File: src/rtl/dmem_stall_mem.sv
// rtl/dmem_stall_mem.sv - data memory with a fixed-latency stall handshake toward the processor pipeline
module dmem_stall_mem #(
    parameter int DEPTH_WORDS = 64,
    parameter int READ_LAT    = 2,
    parameter int WRITE_LAT   = 1
) (
    input  logic        clk,
    input  logic        reset,
    input  logic [31:0] dmem_addr,
    input  logic [31:0] dmem_write_data,
    input  logic        dmem_write,
    input  logic        dmem_read,
    output logic [31:0] dmem_read_data,
    output logic        dmem_stall,
    output logic        dmem_done,
    output logic        err_misalign
);

    localparam int AW      = $clog2(DEPTH_WORDS);
    localparam int MAX_LAT = (READ_LAT > WRITE_LAT) ? READ_LAT : WRITE_LAT;
    localparam int CW      = $clog2(MAX_LAT + 1);

    typedef enum logic [1:0] {
        S_IDLE = 2'd0,
        S_BUSY = 2'd1,
        S_DONE = 2'd2
    } state_t;

    state_t          r_state;
    state_t          w_next_state;
    logic [CW-1:0]   r_cnt;
    logic [CW-1:0]   w_next_cnt;
    logic [AW+1:0]   r_addr;
    logic [31:0]     r_wdata;
    logic            r_is_write;
    logic [31:0]     r_mem [DEPTH_WORDS];

    logic            w_req;
    logic            w_sample;
    logic [CW-1:0]   w_lat;
    logic            w_enter_done;
    logic [AW+1:0]   w_cur_addr;
    logic [31:0]     w_cur_wdata;
    logic            w_cur_is_write;
    logic            w_aligned;
    logic [AW-1:0]   w_idx;
    logic            w_mem_we;
    logic            w_unused_addr;

    assign w_req    = dmem_read | dmem_write;
    assign w_sample = (r_state == S_IDLE) && w_req;

    // Store wins when both strobes are high.
    assign w_lat = dmem_write ? CW'(WRITE_LAT) : CW'(READ_LAT);

    // A single-cycle access completes on its sampling edge, so the live inputs
    // are used then; otherwise the copies captured in IDLE drive the access.
    assign w_cur_addr     = w_sample ? dmem_addr[AW+1:0] : r_addr;
    assign w_cur_wdata    = w_sample ? dmem_write_data   : r_wdata;
    assign w_cur_is_write = w_sample ? dmem_write        : r_is_write;
    assign w_aligned      = (w_cur_addr[1:0] == 2'b00);
    assign w_idx          = w_cur_addr[AW+1:2];

    // Upper address bits are deliberately dropped so addresses wrap.
    assign w_unused_addr = &{1'b0, dmem_addr[31:AW+2]};

    // An edge taken while reset is low must never commit a store.
    assign w_mem_we = reset & w_enter_done & w_cur_is_write & w_aligned;

    assign dmem_done  = (r_state == S_DONE);
    assign dmem_stall = w_req & (r_state != S_DONE);

    // Next-state and counter logic; DONE entry is flagged for commit/load capture.
    always_comb begin
        w_next_state = r_state;
        w_next_cnt   = r_cnt;
        w_enter_done = 1'b0;
        case (r_state)
            S_IDLE: begin
                if (w_req) begin
                    w_next_cnt = w_lat;
                    if (w_lat == CW'(1)) begin
                        w_next_state = S_DONE;
                        w_enter_done = 1'b1;
                    end else begin
                        w_next_state = S_BUSY;
                    end
                end
            end
            S_BUSY: begin
                w_next_cnt = r_cnt - CW'(1);
                if (r_cnt == CW'(2)) begin
                    w_next_state = S_DONE;
                    w_enter_done = 1'b1;
                end
            end
            S_DONE: begin
                w_next_state = S_IDLE;
            end
            default: begin
                w_next_state = S_IDLE;
            end
        endcase
    end

    // State and stall counter registers.
    always_ff @(posedge clk or negedge reset) begin
        if (!reset) begin
            r_state <= S_IDLE;
            r_cnt   <= '0;
        end else begin
            r_state <= w_next_state;
            r_cnt   <= w_next_cnt;
        end
    end

    // Capture the request in IDLE; later input changes are ignored until the access ends.
    always_ff @(posedge clk or negedge reset) begin
        if (!reset) begin
            r_addr     <= '0;
            r_wdata    <= '0;
            r_is_write <= 1'b0;
        end else if (w_sample) begin
            r_addr     <= dmem_addr[AW+1:0];
            r_wdata    <= dmem_write_data;
            r_is_write <= dmem_write;
        end
    end

    // Load result is registered on DONE entry; misaligned loads return zero.
    always_ff @(posedge clk or negedge reset) begin
        if (!reset) begin
            dmem_read_data <= '0;
        end else if (w_enter_done && !w_cur_is_write) begin
            dmem_read_data <= w_aligned ? r_mem[w_idx] : 32'h0;
        end
    end

    // Sticky misalignment flag, set when a misaligned access completes.
    always_ff @(posedge clk or negedge reset) begin
        if (!reset) begin
            err_misalign <= 1'b0;
        end else if (w_enter_done && !w_aligned) begin
            err_misalign <= 1'b1;
        end
    end

    // Memory array is not reset; aligned stores commit only on DONE entry.
    always_ff @(posedge clk) begin
        if (w_mem_we) begin
            r_mem[w_idx] <= w_cur_wdata;
        end
    end

endmodule

File: config.mk
export PLATFORM = sky130hd
export DESIGN_NAME = dmem_stall_mem
export DESIGN_NICKNAME = d
export VERILOG_FILES = /design/src/rtl/dmem_stall_mem.sv
export SDC_FILE = /design/constraint.sdc
export NUM_CORES = 2
export LEC_CHECK = 0
export ABC_AREA = 0
export BUFFER_PORTS_ARGS = -buffer_cell sky130_fd_sc_hd__buf_2
export CORE_MARGIN = 4
export CORE_UTILIZATION = 45
export CTS_CLUSTER_DIAMETER = 60
export DETAILED_ROUTE_END_ITERATION = 10
export PLACE_DENSITY = 0.69
export SLEW_MARGIN = 5
export SYNTH_ARGS = -nofsm -noshare
export SYNTH_HDL_FRONTEND = slang
export SYNTH_SLANG_ARGS = --single-unit
File: constraint.sdc
create_clock -name clk -period 8.59 [get_ports clk]
set_input_delay 2.1475 -clock clk [delete_from_list [all_inputs] [get_ports clk]]
set_output_delay 2.1475 -clock clk [all_outputs]
set_load 0.005 [all_outputs]
==> results.md <==
* Result of the run: finished clean
* Warning count from the yosys run at 0
* Detailed Route Iter0 Violations at 7081
* # clock sinks at approximately 2100
* Leakage power summed over all cells at approximately 27 nW
* EDFF count, synth at 2048
* Effective utilization at floorplan at around 45%
* Maximum vdd ir drop at about 0.45 mV
* Final nets at 4430
* Buffers inserted during post-CTS setup optimization at 0
* CP cell instances: buf_2 > or2_2 > nand2_2 > buf_4 > mux2i_2 > clkinv_1 > nor3_4 > o31ai_1 > o2111ai_1 > o31ai_1
* Unrepaired setup endpoints after global routing: false
* Post-synthesis cell area at about 0.076 sq mm
* CP Class: input pin to flop
* Die area at 0.1764 sq mm
* Crit path max fanout at 32
* Hold Buf Count CTS at 0
* Leading post-synthesis cells by cell area: edfxtp_1 (81%), o22ai_1 (4.9%), dfrtp_1 (2.6%)
* Count of H-tree levels built during CTS at 4
* Total via count in the routed design at 44710
* Clock tree buffer depth at 3
* Internal at 0.02026 W
* Gate Count Post-Synth at 4145
* Slew at the pin closest to its max-slew limit at 1.345 ns
* Global-route wire length before repair at around 310 mm
* Final worst path period need at roughly 6.4 ns
* Normalized max-slew margin at about a tenth
* Synthesized area per cell at 18.43 sq um
* Max Clock Skew at between 0.02 and 0.03 ns
* Number of unique standard cell types used by synthesis at 60
* Number of antenna violations at the first check in global routing at 6
* Layout cells sized above 1 at 15.33%
* Switching Share at 33.40%
* Cell class contributing the biggest share of worst-path delay: simple AND/OR/NAND/NOR gates
* Slowest cell delay on critical path at 1.12 ns
* Proportion of power drawn by combinational gates at 27.5%
* Critical path required time at 9.26 ns
* Fin area at 0.08707 sq mm
* Final-report hold violation count at 0
* Buffers on Ports at between 70 and 80
* Area share of the largest cell type after synthesis at a little over 80%
* Async set-or-reset flop fraction in the synthesized netlist at about 3.7%
* Via count normalized by instance count at roughly 6.6
* Number of endpoints failing setup at the final stage at 0
* CTS Buf Count at 191
* Total wirelength of the detailed-routed design at approximately 220 mm
* Power dissipated by switching net loads at 0.01016 W
* Quantity of gates resized following cts at 0
* Crit share post-route at 74.58%
* Slowest library cell on the worst path: nor3_4
* Gr usage total at 24.39%
* Most prevalent standard cell on the critical path: o31ai_1
* Final HPWL DP at about 130 mm
* Syn-to-layout area delta at 13.99%
* First-pass iteration count of the detailed router at 5
* Die X at 420 microns
* Sequential power share at 44.8%
* WP data arrival at 7.08 ns
* Critical path capture point type: flop
* Fraction of power consumed by the clock network at approximately 28%
* Final Max Slew Viols at 0
* Post-route DRC violation count at 0
* Fraction of the core area covered by cells at the end of the flow at between 50% and 60%
* Total congestion overflow after global routing at 0
* Max-cap check violation count at 0
* Cell type with the highest aggregate area in the netlist: edfxtp_1
* Placeable core area at approximately 0.17 sq mm
* RePlAce Congestion at 0.8663
* Number of global-route vias before repair at ~43000
* Hold WC Path Type: flop to flop
* Number of placement rows at 150
* Critical path buffer and inverter count at 3
* Clk slew on worst S/H paths at 0.07 ns
* Top flip-flop cell by instance count after synthesis: edfxtp_1
* Setup TNS at 0 ns
* Area post-placement at a little over 0.08 sq mm
* Crit start category: input pin
* Clock insertion delay at the later pin of the skew report at roughly 0.80 ns
* Clock tree from TritonCTS: yes
* Sequential element share of the synthesized area at about 83%
* Final antenna-violating net count at 0
* Syn Nets at 4214
* Vert. Die Dim at 420 microns
* Clk root buf: clkbuf_16
* Maximum operating frequency at 0.1561 GHz
* P per Cell Area at 349.3 mW/mm^2
* Num ports at approximately 100
* Average wire per cell in the routed design at about 33 microns
* Final Total Pwr at approximately 0.03 W
* Pin count of the biggest net entering global routing at 82
* Register bit total from synthesis at approximately 2100
## kinds of logic after synthesis
| logic type | share of synthesized area (%) |
|---|---|
| flip-flops | 83.07 |
| AND/OR/NAND/NOR | 2.500 |
| AO/OA/AOI/OAI | 12.38 |
| multiplexers | 0.6880 |
| adder cells (fa/ha/maj) | 0.01638 |
| buffers and inverters | 1.351 |
## stage by stage
step                hold slack [ns]  instances  worst slack (ns)
global placement             0.4532       6372             1.530
CTS                          0.4793       6725             2.303
global route                 0.5047       6726             1.846
finish                       0.4819       6727             2.183
detailed placement           0.4642       6372             1.462
floorplan                    0.4510       4145             2.615
## final cells by class
cell class	instances	area [sq um]
diodes	2	5.005
clock buffers	261	5334
clock inverters	92	812.0
fillers	12880	80910
inverters	8	30.03
multi-input cells	1751	12510
flip-flops and latches	2126	63450
well taps	2204	2758
repair buffers	283	2170
## cell usage after synthesis, types with 3 or more instances
| master | n |
|---|---|
| a2111o_1 | 3 |
| a2111oi_0 | 4 |
| a211oi_1 | 7 |
| a21boi_0 | 17 |
| a21oi_1 | 24 |
| a22o_1 | 10 |
| a22oi_1 | 10 |
| a311o_1 | 3 |
| a31oi_1 | 9 |
| and2_1 | 9 |
| and3_1 | 12 |
| buf_1 | 54 |
| buf_2 | 9 |
| clkbuf_1 | 195 |
| dfrtp_1 | 78 |
| edfxtp_1 | 2048 |
| inv_1 | 4 |
| mux2_2 | 39 |
| mux2i_1 | 5 |
| nand2_1 | 105 |
| nand2b_1 | 4 |
| nand3_1 | 34 |
| nand4_1 | 3 |
| nor2_1 | 90 |
| nor2b_1 | 6 |
| nor3_1 | 122 |
| nor4_1 | 9 |
| o2111ai_1 | 28 |
| o211ai_2 | 3 |
| o21ai_0 | 30 |
| o221ai_1 | 198 |
| o22a_1 | 187 |
| o22ai_1 | 598 |
| o31ai_1 | 111 |
| o41ai_1 | 37 |
| or2_2 | 3 |
| or4_1 | 6 |
## cells in the final DEF, fill, tap and decap left out, drive strengths merged, types with 10 or more instances in the layout
master,instances
edfxtp,2048
o22ai,598
buf,283
clkbuf,261
o221ai,198
o22a,187
nor3,122
o31ai,111
nand2,106
nor2,91
dfrtp,78
clkinv,71
mux2,39
o41ai,37
nand3,34
o21ai,30
o2111ai,28
a21oi,24
a21boi,18
bufinv,14
and3,12
a22o,10
a22oi,10
inv,10
## flip-flops by register name, summed over array words and instances (netlist names)
name,flops
r_is_write,1
r_addr,8
r_mem,2048
err_misalign,1
r_state,2
dmem_read_data,32
r_wdata,32
r_cnt,2
## worst register-to-register path, cell delays in order, from the launching register on
cell and delay (ns):
dfrtp_1 0.48, nor2_2 0.28, nand2_2 0.58, nor3_1 0.36, a21oi_1 0.15, nor3b_1 0.87
nand2_1 0.82, nor2_4 1.12, buf_4 0.36
## power groups by stage
stage / Sequential [W] / Combinational [W] / Clock, W
after detailed placement: 0.0138 / 0.00823 / 0
after CTS: 0.0136 / 0.00826 / 0.00846
after global routing: 0.0136 / 0.00868 / 0.00890
final: 0.0136 / 0.00836 / 0.00842
after floorplan: 0.0137 / 0.00428 / 0
after global placement: 0.0138 / 0.00805 / 0
## worst paths after layout
path,start,to,slack (ns),cells after the start
worst min register to register,err_misalign,err_misalign,0.48,1
worst min-delay path,err_misalign,err_misalign,0.48,1
min in group asynchronous,reset,r_wdata[2],1.30,1
worst max register to register,r_state[0],r_mem[29][15],3.25,8
max in group asynchronous,reset,dmem_read_data[27],6.00,2
worst max-delay path,dmem_write,dmem_read_data[13],2.18,10
## layer usage
| layer | global-route usage, % | up-vias | part of all wire, % |
|---|---|---|---|
| met5 | 0 | - | 0.024 |
| met4 | 12.01 | 6 | 5.1 |
| met3 | 4.510 | 484 | 11 |
| met2 | 37.90 | 3286 | 47 |
| met1 | 33.33 | 22880 | 37 |
| li1 | - | 18050 | - |
No activity file was read; power rests on OpenSTA's default activity.
